**src/rtl/output_port_arbiter.sv**
```systemverilog
// Purpose: per-output-port round-robin packet allocator with downstream credit gating and crossbar select.
// Latency: eligible header at cycle t is latched as owner; first grant at t+1 earliest; grant is combinational.
// Backpressure: grant withheld while owner FIFO is empty or credits are 0; the FSM holds, so no flit is lost.
//
// Ports:
//   clk, rst          clock; synchronous active-high reset
//   req[NUM_REQ]      per-input route bit for this output
//   empty[NUM_REQ]    per-input FIFO empty flag
//   flit_type         head-flit type per input, slice i = [3*i +: 3]
//   credit_in         one-cycle pulse, downstream freed one slot
//   grant             one-hot read enable to the owner's FIFO (combinational)
//   xbar_sel          registered index of the current owner
//   valid_out         a flit crosses this output this cycle (|grant)
//   busy              packet in progress (LOCKED)
//   credit_err        sticky credit overflow flag
// Optional: define OUTPUT_PORT_ARBITER_CREDIT_CHECK_EN to build the credit overflow check;
//   otherwise credit_err is tied to 0.

`ifndef HEADER
`define HEADER 3'b001
`endif
`ifndef BODY
`define BODY 3'b010
`endif
`ifndef TAIL
`define TAIL 3'b100
`endif

module output_port_arbiter #(
  parameter int NUM_REQ = 3,
  parameter int SEL_W   = 2,
  parameter int CREDITS = 4,
  parameter int CNT_W   = 3
) (
  input  logic                 clk,
  input  logic                 rst,
  input  logic [NUM_REQ-1:0]   req,
  input  logic [NUM_REQ-1:0]   empty,
  input  logic [3*NUM_REQ-1:0] flit_type,
  input  logic                 credit_in,
  output logic [NUM_REQ-1:0]   grant,
  output logic [SEL_W-1:0]     xbar_sel,
  output logic                 valid_out,
  output logic                 busy,
  output logic                 credit_err
);

  localparam logic [1:0]       IDLE     = 2'b00;
  localparam logic [1:0]       LOCKED   = 2'b01;
  localparam logic [CNT_W-1:0] CNT_FULL = CNT_W'(CREDITS);
  localparam logic [CNT_W-1:0] CNT_ONE  = CNT_W'(1);

  logic [1:0]         state_q, state_d;
  logic [SEL_W-1:0]   owner_q, owner_d;
  logic [SEL_W-1:0]   rr_ptr_q, rr_ptr_d;
  logic [CNT_W-1:0]   credit_cnt_q, credit_cnt_d;

  logic [NUM_REQ-1:0] eligible;
  logic               found;
  logic [SEL_W-1:0]   pick;
  logic [2:0]         owner_type;
  logic               credit_ok;
  logic               grant_any;
  logic               tail_grant;

  // Index arithmetic modulo NUM_REQ without a divider.
  function automatic logic [SEL_W-1:0] wrap_add(input logic [SEL_W-1:0] base, input int off);
    int s;
    s = int'(base) + off;
    if (s >= NUM_REQ) s = s - NUM_REQ;
    return SEL_W'(s);
  endfunction

  always_comb begin
    for (int i = 0; i < NUM_REQ; i++) begin
      eligible[i] = req[i] & ~empty[i] & (flit_type[3*i +: 3] == `HEADER);
    end
  end

  // First eligible requester scanning from rr_ptr upward with wrap.
  always_comb begin
    found = 1'b0;
    pick  = rr_ptr_q;
    for (int k = 0; k < NUM_REQ; k++) begin
      if (!found && eligible[wrap_add(rr_ptr_q, k)]) begin
        found = 1'b1;
        pick  = wrap_add(rr_ptr_q, k);
      end
    end
  end

  always_comb begin
    owner_type = 3'b000;
    for (int i = 0; i < NUM_REQ; i++) begin
      if (owner_q == SEL_W'(i)) owner_type = flit_type[3*i +: 3];
    end
  end

  assign credit_ok = (credit_cnt_q != '0);

  always_comb begin
    for (int i = 0; i < NUM_REQ; i++) begin
      grant[i] = (state_q == LOCKED) & (owner_q == SEL_W'(i)) & ~empty[i] & credit_ok;
    end
  end

  assign grant_any  = |grant;
  assign tail_grant = grant_any & (owner_type == `TAIL);

  always_comb begin
    state_d  = state_q;
    owner_d  = owner_q;
    rr_ptr_d = rr_ptr_q;
    case (state_q)
      IDLE: begin
        if (found) begin
          state_d = LOCKED;
          owner_d = pick;
        end
      end
      LOCKED: begin
        if (tail_grant) begin
          state_d  = IDLE;
          rr_ptr_d = wrap_add(owner_q, 1);
        end
      end
      default: state_d = IDLE;
    endcase
  end

  // A grant and a returning credit in the same cycle cancel out.
  always_comb begin
    credit_cnt_d = credit_cnt_q;
    if (grant_any && !credit_in) begin
      credit_cnt_d = credit_cnt_q - CNT_ONE;
    end else if (!grant_any && credit_in && (credit_cnt_q != CNT_FULL)) begin
      credit_cnt_d = credit_cnt_q + CNT_ONE;
    end
  end

  always_ff @(posedge clk) begin
    if (rst) begin
      state_q      <= IDLE;
      owner_q      <= '0;
      rr_ptr_q     <= '0;
      credit_cnt_q <= CNT_FULL;
    end else begin
      state_q      <= state_d;
      owner_q      <= owner_d;
      rr_ptr_q     <= rr_ptr_d;
      credit_cnt_q <= credit_cnt_d;
    end
  end

  assign xbar_sel  = owner_q;
  assign valid_out = grant_any;
  assign busy      = (state_q == LOCKED);

`ifdef OUTPUT_PORT_ARBITER_CREDIT_CHECK_EN
  logic credit_err_q, credit_err_d;

  // A credit with the counter full and no flit consumed means downstream returned more than it was given.
  assign credit_err_d = credit_err_q | (credit_in & ~grant_any & (credit_cnt_q == CNT_FULL));

  always_ff @(posedge clk) begin
    if (rst) credit_err_q <= 1'b0;
    else     credit_err_q <= credit_err_d;
  end

  assign credit_err = credit_err_q;
`else
  assign credit_err = 1'b0;
`endif

endmodule

```
**config.mk**
```make
export PLATFORM = sky130hd
export DESIGN_NAME = output_port_arbiter
export DESIGN_NICKNAME = d
export VERILOG_FILES = /design/src/rtl/output_port_arbiter.sv
export SDC_FILE = /design/constraint.sdc
export NUM_CORES = 1
export LEC_CHECK = 0
export CORE_MARGIN = 10
export CORE_UTILIZATION = 25
export CTS_BUF_LIST = sky130_fd_sc_hd__clkbuf_4
export DETAILED_ROUTE_END_ITERATION = 16
export SYNTH_ARGS = -nofsm -noshare
export SYNTH_HDL_FRONTEND = slang
export SYNTH_SLANG_ARGS = --single-unit
```
**constraint.sdc**
```tcl
create_clock -name clk -period 2.7 [get_ports clk]
set_input_delay 0.54 -clock clk [delete_from_list [all_inputs] [get_ports clk]]
set_output_delay 0.54 -clock clk [all_outputs]
set_load 0.005 [all_outputs]
```
==> results.yml, run 1 <==
run_status:
  status: "completed"
sta:
  period_needed_ps: 2590
  final-max-slew-violation-count: 0
  max_freq_mhz: 386
  setup_viol: 0
  tightestPinTransition_ps: 525
  finalCritPeriodShare_pct: 95.9
  final-hold-violation-count: 0
  maxSlewHeadroom_pct: 64.9
  rsz0062_at_grt: "false"
  fin_skew_ps: 6.31
power_and_ir_drop:
  ir_drop_v: 0.000112
  power.density_mw_per_mm2: 260
  totalPowerFinal_uw: 293
  leakagePower_uw: 0.000368
yosys:
  synth.avg_cell_area_um2: 7.97
  ys_seq_area_share_pct: 20.1
  synth_adder_area_share_pct: 11.9
  synthMuxAreaShare_pct: 2.51
  synth_top_family_by_area: "simple AND/OR/NAND/NOR gates"
  synth-simple-area-share_pct: 30.1
  yosysWarningCount: 0
  async_reset_ff_share_pct: 0
  netlist_area_um2: 797
  synth_xor_area_share_pct: 0
  synth_cells: 100
  syn_nets: 125
  synth-edff-count: 0
  synth_compound_area_share_pct: 29.2
  ys.flop_type: "dfxtp_1"
  synth.distinct_cells: 35
  ys_ff_latch: 8
grt:
  grt_max_degree: 10
  antenna_found_initial: 0
  grt_first_pass_wirelength_mm: 3.73
  grt_pass1_vias: 801
  grt_usage_pct: 7.58
  overflow: 0
setup_path:
  cp.arrival_ps: 2050
  critPathMaxStageDelay_ps: 510
  crit_path_cell_trace: "clkdlybuf4s50_1, or2b_4, a31oi_4, buf_4, clkdlybuf4s50_1"
  critPathCaptureType: "output pin"
  crit_top_cell: "clkdlybuf4s50_1"
  critPathSlowestCell: "clkdlybuf4s50_1"
  critPathLaunchType: "input pin"
  crit_fanout: 7
  worstPathRequired_ps: 2160
  critical_path_class: "input pin to output pin"
clock_tree:
  clk_latency_ps: 260
  post_cts_buffers: 0
  cts_tree: "done"
  clock-sinks: 8
  cts_made_buffers: 3
  post_cts_resize_count: 0
  cts_hold_buffers: 0
  cts-htree-levels: 1
  clk_pin_slew_ps: 50
  cts-root-buf: "clkbuf_4"
  clock_path_buffers: 2
placed_design:
  numPortBuffers: 24
  dp.final_hpwl_mm: 1.92
  placedCellCount: 169
  place_area_mm2: 0.00110
  place_congestion: 0.778
final_layout:
  multi_input_area_um2: 592
  area_delta_synth_final_pct: 41.3
  n_fill_cell: 336
  layout_commonest_cell: "clkdlybuf4s50_1"
  final_area_mm2: 0.00113
  register_area_um2: 160
  stdcell_count: 172
  drive_above_1_share_pct: 10.9
  mostFrequentLayoutCells: "clkdlybuf4s50_1 (24), a21oi_1 (11), nor2_1 (10)"
  fin_nets: 155
  antenna_cells: 0
  fin_util_pct: 36.9
floorplanning:
  io-pin-count: 26
  initial_core_util_pct: 26.1
  die-area_mm2: 0.00585
  std_cell_rows: 20
  die_h_um: 76.5
  core_mm2: 0.00305
  die_w_um: 76.5
flow_run:
  drv_cap: 0
route:
  drc_errors: 0
  dr_total_vias: 812
  wirelength_mm: 2.25
  viasPerCell: 4.72
  antenna_left: 0
  drtPass1Iterations: 4
  drt-initial-drc-count: 38
  post_drt_wl_per_cell_um: 13.1
worst_hold_path:
  hold_class: "register to register"
==> cell type report <==
| cell class | instances | area share (%) |
|---|---|---|
| flip-flops and latches | 8 | 14.2 |
| inverters | 9 | 3.00 |
| repair buffers | 27 | 23.3 |
| clock buffers | 3 | 2.00 |
| well taps | 44 | 4.89 |
| multi-input cells | 81 | 52.6 |
==> synthesized netlist by cell type (2+ instances only) <==
cell | number | area [µm²]
o32ai_1 | 2 | 17.5
nand2b_4 | 3 | 41.3
nor2_1 | 10 | 37.5
nor4b_1 | 2 | 17.5
nand2_1 | 9 | 33.8
nor3b_1 | 3 | 22.5
dfxtp_1 | 8 | 160
a211oi_1 | 6 | 45.0
mux2i_1 | 2 | 20.0
ha_1 | 6 | 75.1
nor2b_1 | 3 | 18.8
a21oi_1 | 11 | 55.1
inv_1 | 9 | 33.8
o21ai_0 | 5 | 25.0
==> sequential cells by signal, summed over array words and instances (netlist names) <==
register      cells
credit_cnt_q      3
rr_ptr_q          2
xbar_sel          2
state_q           1
==> final timing paths <==
check / end / slack (ps) / from / cells past startpoint
min: rr_ptr_q[0] / 540 / rr_ptr_q[0] / 2
min reg2reg: rr_ptr_q[0] / 540 / rr_ptr_q[0] / 2
max: valid_out / 110 / empty[0] / 5
max reg2reg: credit_cnt_q[2] / 290 / xbar_sel[1] / 10
==> critical path: cells and delay by family <==
kind	cells	cell delay, ps
AOI/OAI and AO/OA	1	140
and+or+nand+nor	1	270
buffers and inverters	3	1100
==> power by group <==
group | total [µW] | switching [µW] | leakage [µW] | internal, µW
clock | 91.2 | 40.4 | 0.0000138 | 50.8
sequential | 126 | 5.19 | 0.0000647 | 121
combinational | 75.1 | 29.7 | 0.000290 | 45.4
==> per-layer routing <==
layer	GRT usage (%)	wire, µm
met4	3.35	31
met3	2.12	148
met2	11.8	1040
met1	9.42	1030
met5	0	0
==> cell families (layout without fill, tap and decap cells) <==
| group | Yosys count | after routing |
|---|---|---|
| AO/OA/AOI/OAI | 32 | 32 |
| adder cells (fa/ha/maj) | 7 | 7 |
| buffers and inverters | 11 | 39 |
| flip-flops | 8 | 8 |
| multiplexers | 2 | 2 |
| other | 1 | 1 |
| AND/OR/NAND/NOR | 39 | 39 |
==> stage by stage <==
| step | TNS, ps | setup WS, ps | hold WS (ps) |
|---|---|---|---|
| 2_1_floorplan | 0 | 352 | 495 |
| 3_3_place_gp | 0 | 16.8 | 517 |
| 3_5_place_dp | -53.8 | -53.8 | 516 |
| 4_1_cts | 0 | 98.0 | 535 |
| 5_1_grt | 0 | 28.6 | 577 |
| 6_report | 0 | 109 | 538 |
Power figures use the tool's default switching activity.
==> run 2, diff against run 1 <==
DONT_BUFFER_PORTS = 1   (was unset)
==> results.yml, run 2 (synthesized netlist as in run 1, its figures left out) <==
placed_design:
  placedCellCount: 143
  numPortBuffers: 0
  dp.final_hpwl_mm: 1.72
  place_congestion: 0.833
sta:
  rsz0062_at_grt: "false"
  fin_skew_ps: 3.76
  period_needed_ps: 2440
  final-max-slew-violation-count: 0
  final-hold-violation-count: 0
  max_freq_mhz: 410
  setup_viol: 0
  setup_tns_ps: 0
  finalCritPeriodShare_pct: 90.3
grt:
  grt_max_degree: 10
  overflow: 0
  grt_first_pass_wirelength_mm: 3.22
  antenna_found_initial: 0
  grtUsageMet1_pct: 7.71
  top_usage_layer: "met2"
  grt_usage_pct: 6.66
  use_met3_pct: 3.07
  grt_pass1_vias: 658
  use_met2_pct: 9.95
route:
  dr_total_vias: 746
  post_drt_wl_per_cell_um: 14.3
  drt-initial-drc-count: 112
  antenna_left: 0
  viasPerCell: 5.11
  drc_errors: 0
  drtPass1Iterations: 4
  wirelength_mm: 2.08
setup_path:
  r2r_cells: 10
  cp.arrival_ps: 2570
  crit_end: "credit_cnt_q[2]"
  critPathLaunchType: "register"
  critical_path_class: "register to register"
  rr_startpoint: "xbar_sel[0]"
  reg2reg_slack_ps: 260
  worstPathRequired_ps: 2830
  crit_fanout: 4
  rr_endpoint: "credit_cnt_q[2]"
  cp-startpoint: "xbar_sel[0]"
  critPathCaptureType: "register"
floorplanning:
  core_mm2: 0.00305
  die_h_um: 76.5
  io-pin-count: 26
  std_cell_rows: 20
  die-area_mm2: 0.00585
  die_w_um: 76.5
  initial_core_util_pct: 26.1
final_layout:
  fin_nets: 129
  stdcell_count: 146
  largest_register_ffs: 3
  antenna_cells: 0
  regMostFlops: "credit_cnt_q"
  area_delta_synth_final_pct: 9.26
  layout_commonest_cell: "a21oi_1"
  mostFrequentLayoutCells: "a21oi_1 (11), nor2_1 (10), inv_1 (9), nand2_1 (9), dfxtp_1 (8)"
  drive_above_1_share_pct: 11.8
flow_run:
  drv_cap: 0
clock_tree:
  cts_tree: "done"
  post_cts_buffers: 0
  clk_latency_ps: 250
  clk_pin_slew_ps: 50
  clock_path_buffers: 2
  cts_made_buffers: 3
  cts-root-buf: "clkbuf_4"
  cts-htree-levels: 1
  post_cts_resize_count: 0
  cts_hold_buffers: 0
  clock-sinks: 8
worst_hold_path:
  hold_class: "input pin to register"
run_status:
  status: "completed"
power_and_ir_drop:
  leakagePower_uw: 0.000268
  power.density_mw_per_mm2: 288
  ir_drop_v: 0.0000673
==> run 2: cell type report <==
type	instances	area, µm²
Inverter	9	33.8
Timing Repair Buffer	1	7.51
Sequential cell	8	160
Clock buffer	3	22.5
Fill cell	321	2180
Tap cell	44	55.1
Multi-Input combinational cell	81	592
==> run 2: through the flow <==
step                utilization, %  hold WS, ps  cell area [µm²]  worst slack [ps]  total power, µW
detailed placement            27.8          511              848               305              167
global route                  28.5          345              871               153              265
finish                        28.5          359              871               261              251
global placement              27.8          508              848               360              166
floorplan                        -          495              797               352              162
CTS                           28.5          352              871               273              255
==> run 2: power breakdown <==
| part | internal (µW) | switching, µW | leakage (µW) | total (µW) |
|---|---|---|---|---|
| logic | 19.1 | 19.2 | 0.000189 | 38.4 |
| clock network | 50.5 | 35.5 | 0.0000138 | 86.0 |
| registers | 121 | 5.42 | 0.0000647 | 127 |
==> run 2: worst min-delay path by stage <==
stage | slack (ps) | cells past startpoint | from | to
final | 360 | 1 | rst | xbar_sel[1]
after global placement | 510 | 2 | rr_ptr_q[0] | rr_ptr_q[0]
after CTS | 350 | 1 | rst | xbar_sel[1]
after floorplan | 490 | 2 | rr_ptr_q[0] | rr_ptr_q[0]
after detailed placement | 510 | 2 | rr_ptr_q[0] | rr_ptr_q[0]
after global routing | 350 | 1 | rst | xbar_sel[1]
==> run 2: routing by layer <==
metal	vias up	routed length [µm]
met3	4	238
met5	-	0
met2	40	929
li1	361	-
met1	341	878
met4	0	36
==> run 2: worst max-delay path, stage by stage (launching register included) <==
cell and delay [ps]:
dfxtp_1 340, inv_1 110, ha_1 180, or2b_4 290, a31oi_4 140, and2b_4 190
inv_1 60, fa_1 420, a211oi_1 240, a21oi_1 70, a211o_1 290
==> run 3, diff against run 2 <==
TNS_END_PERCENT = 20   (was unset)
==> results of run 3 <==
No change in the layout: final DEF, timing and power equal those of run 2.
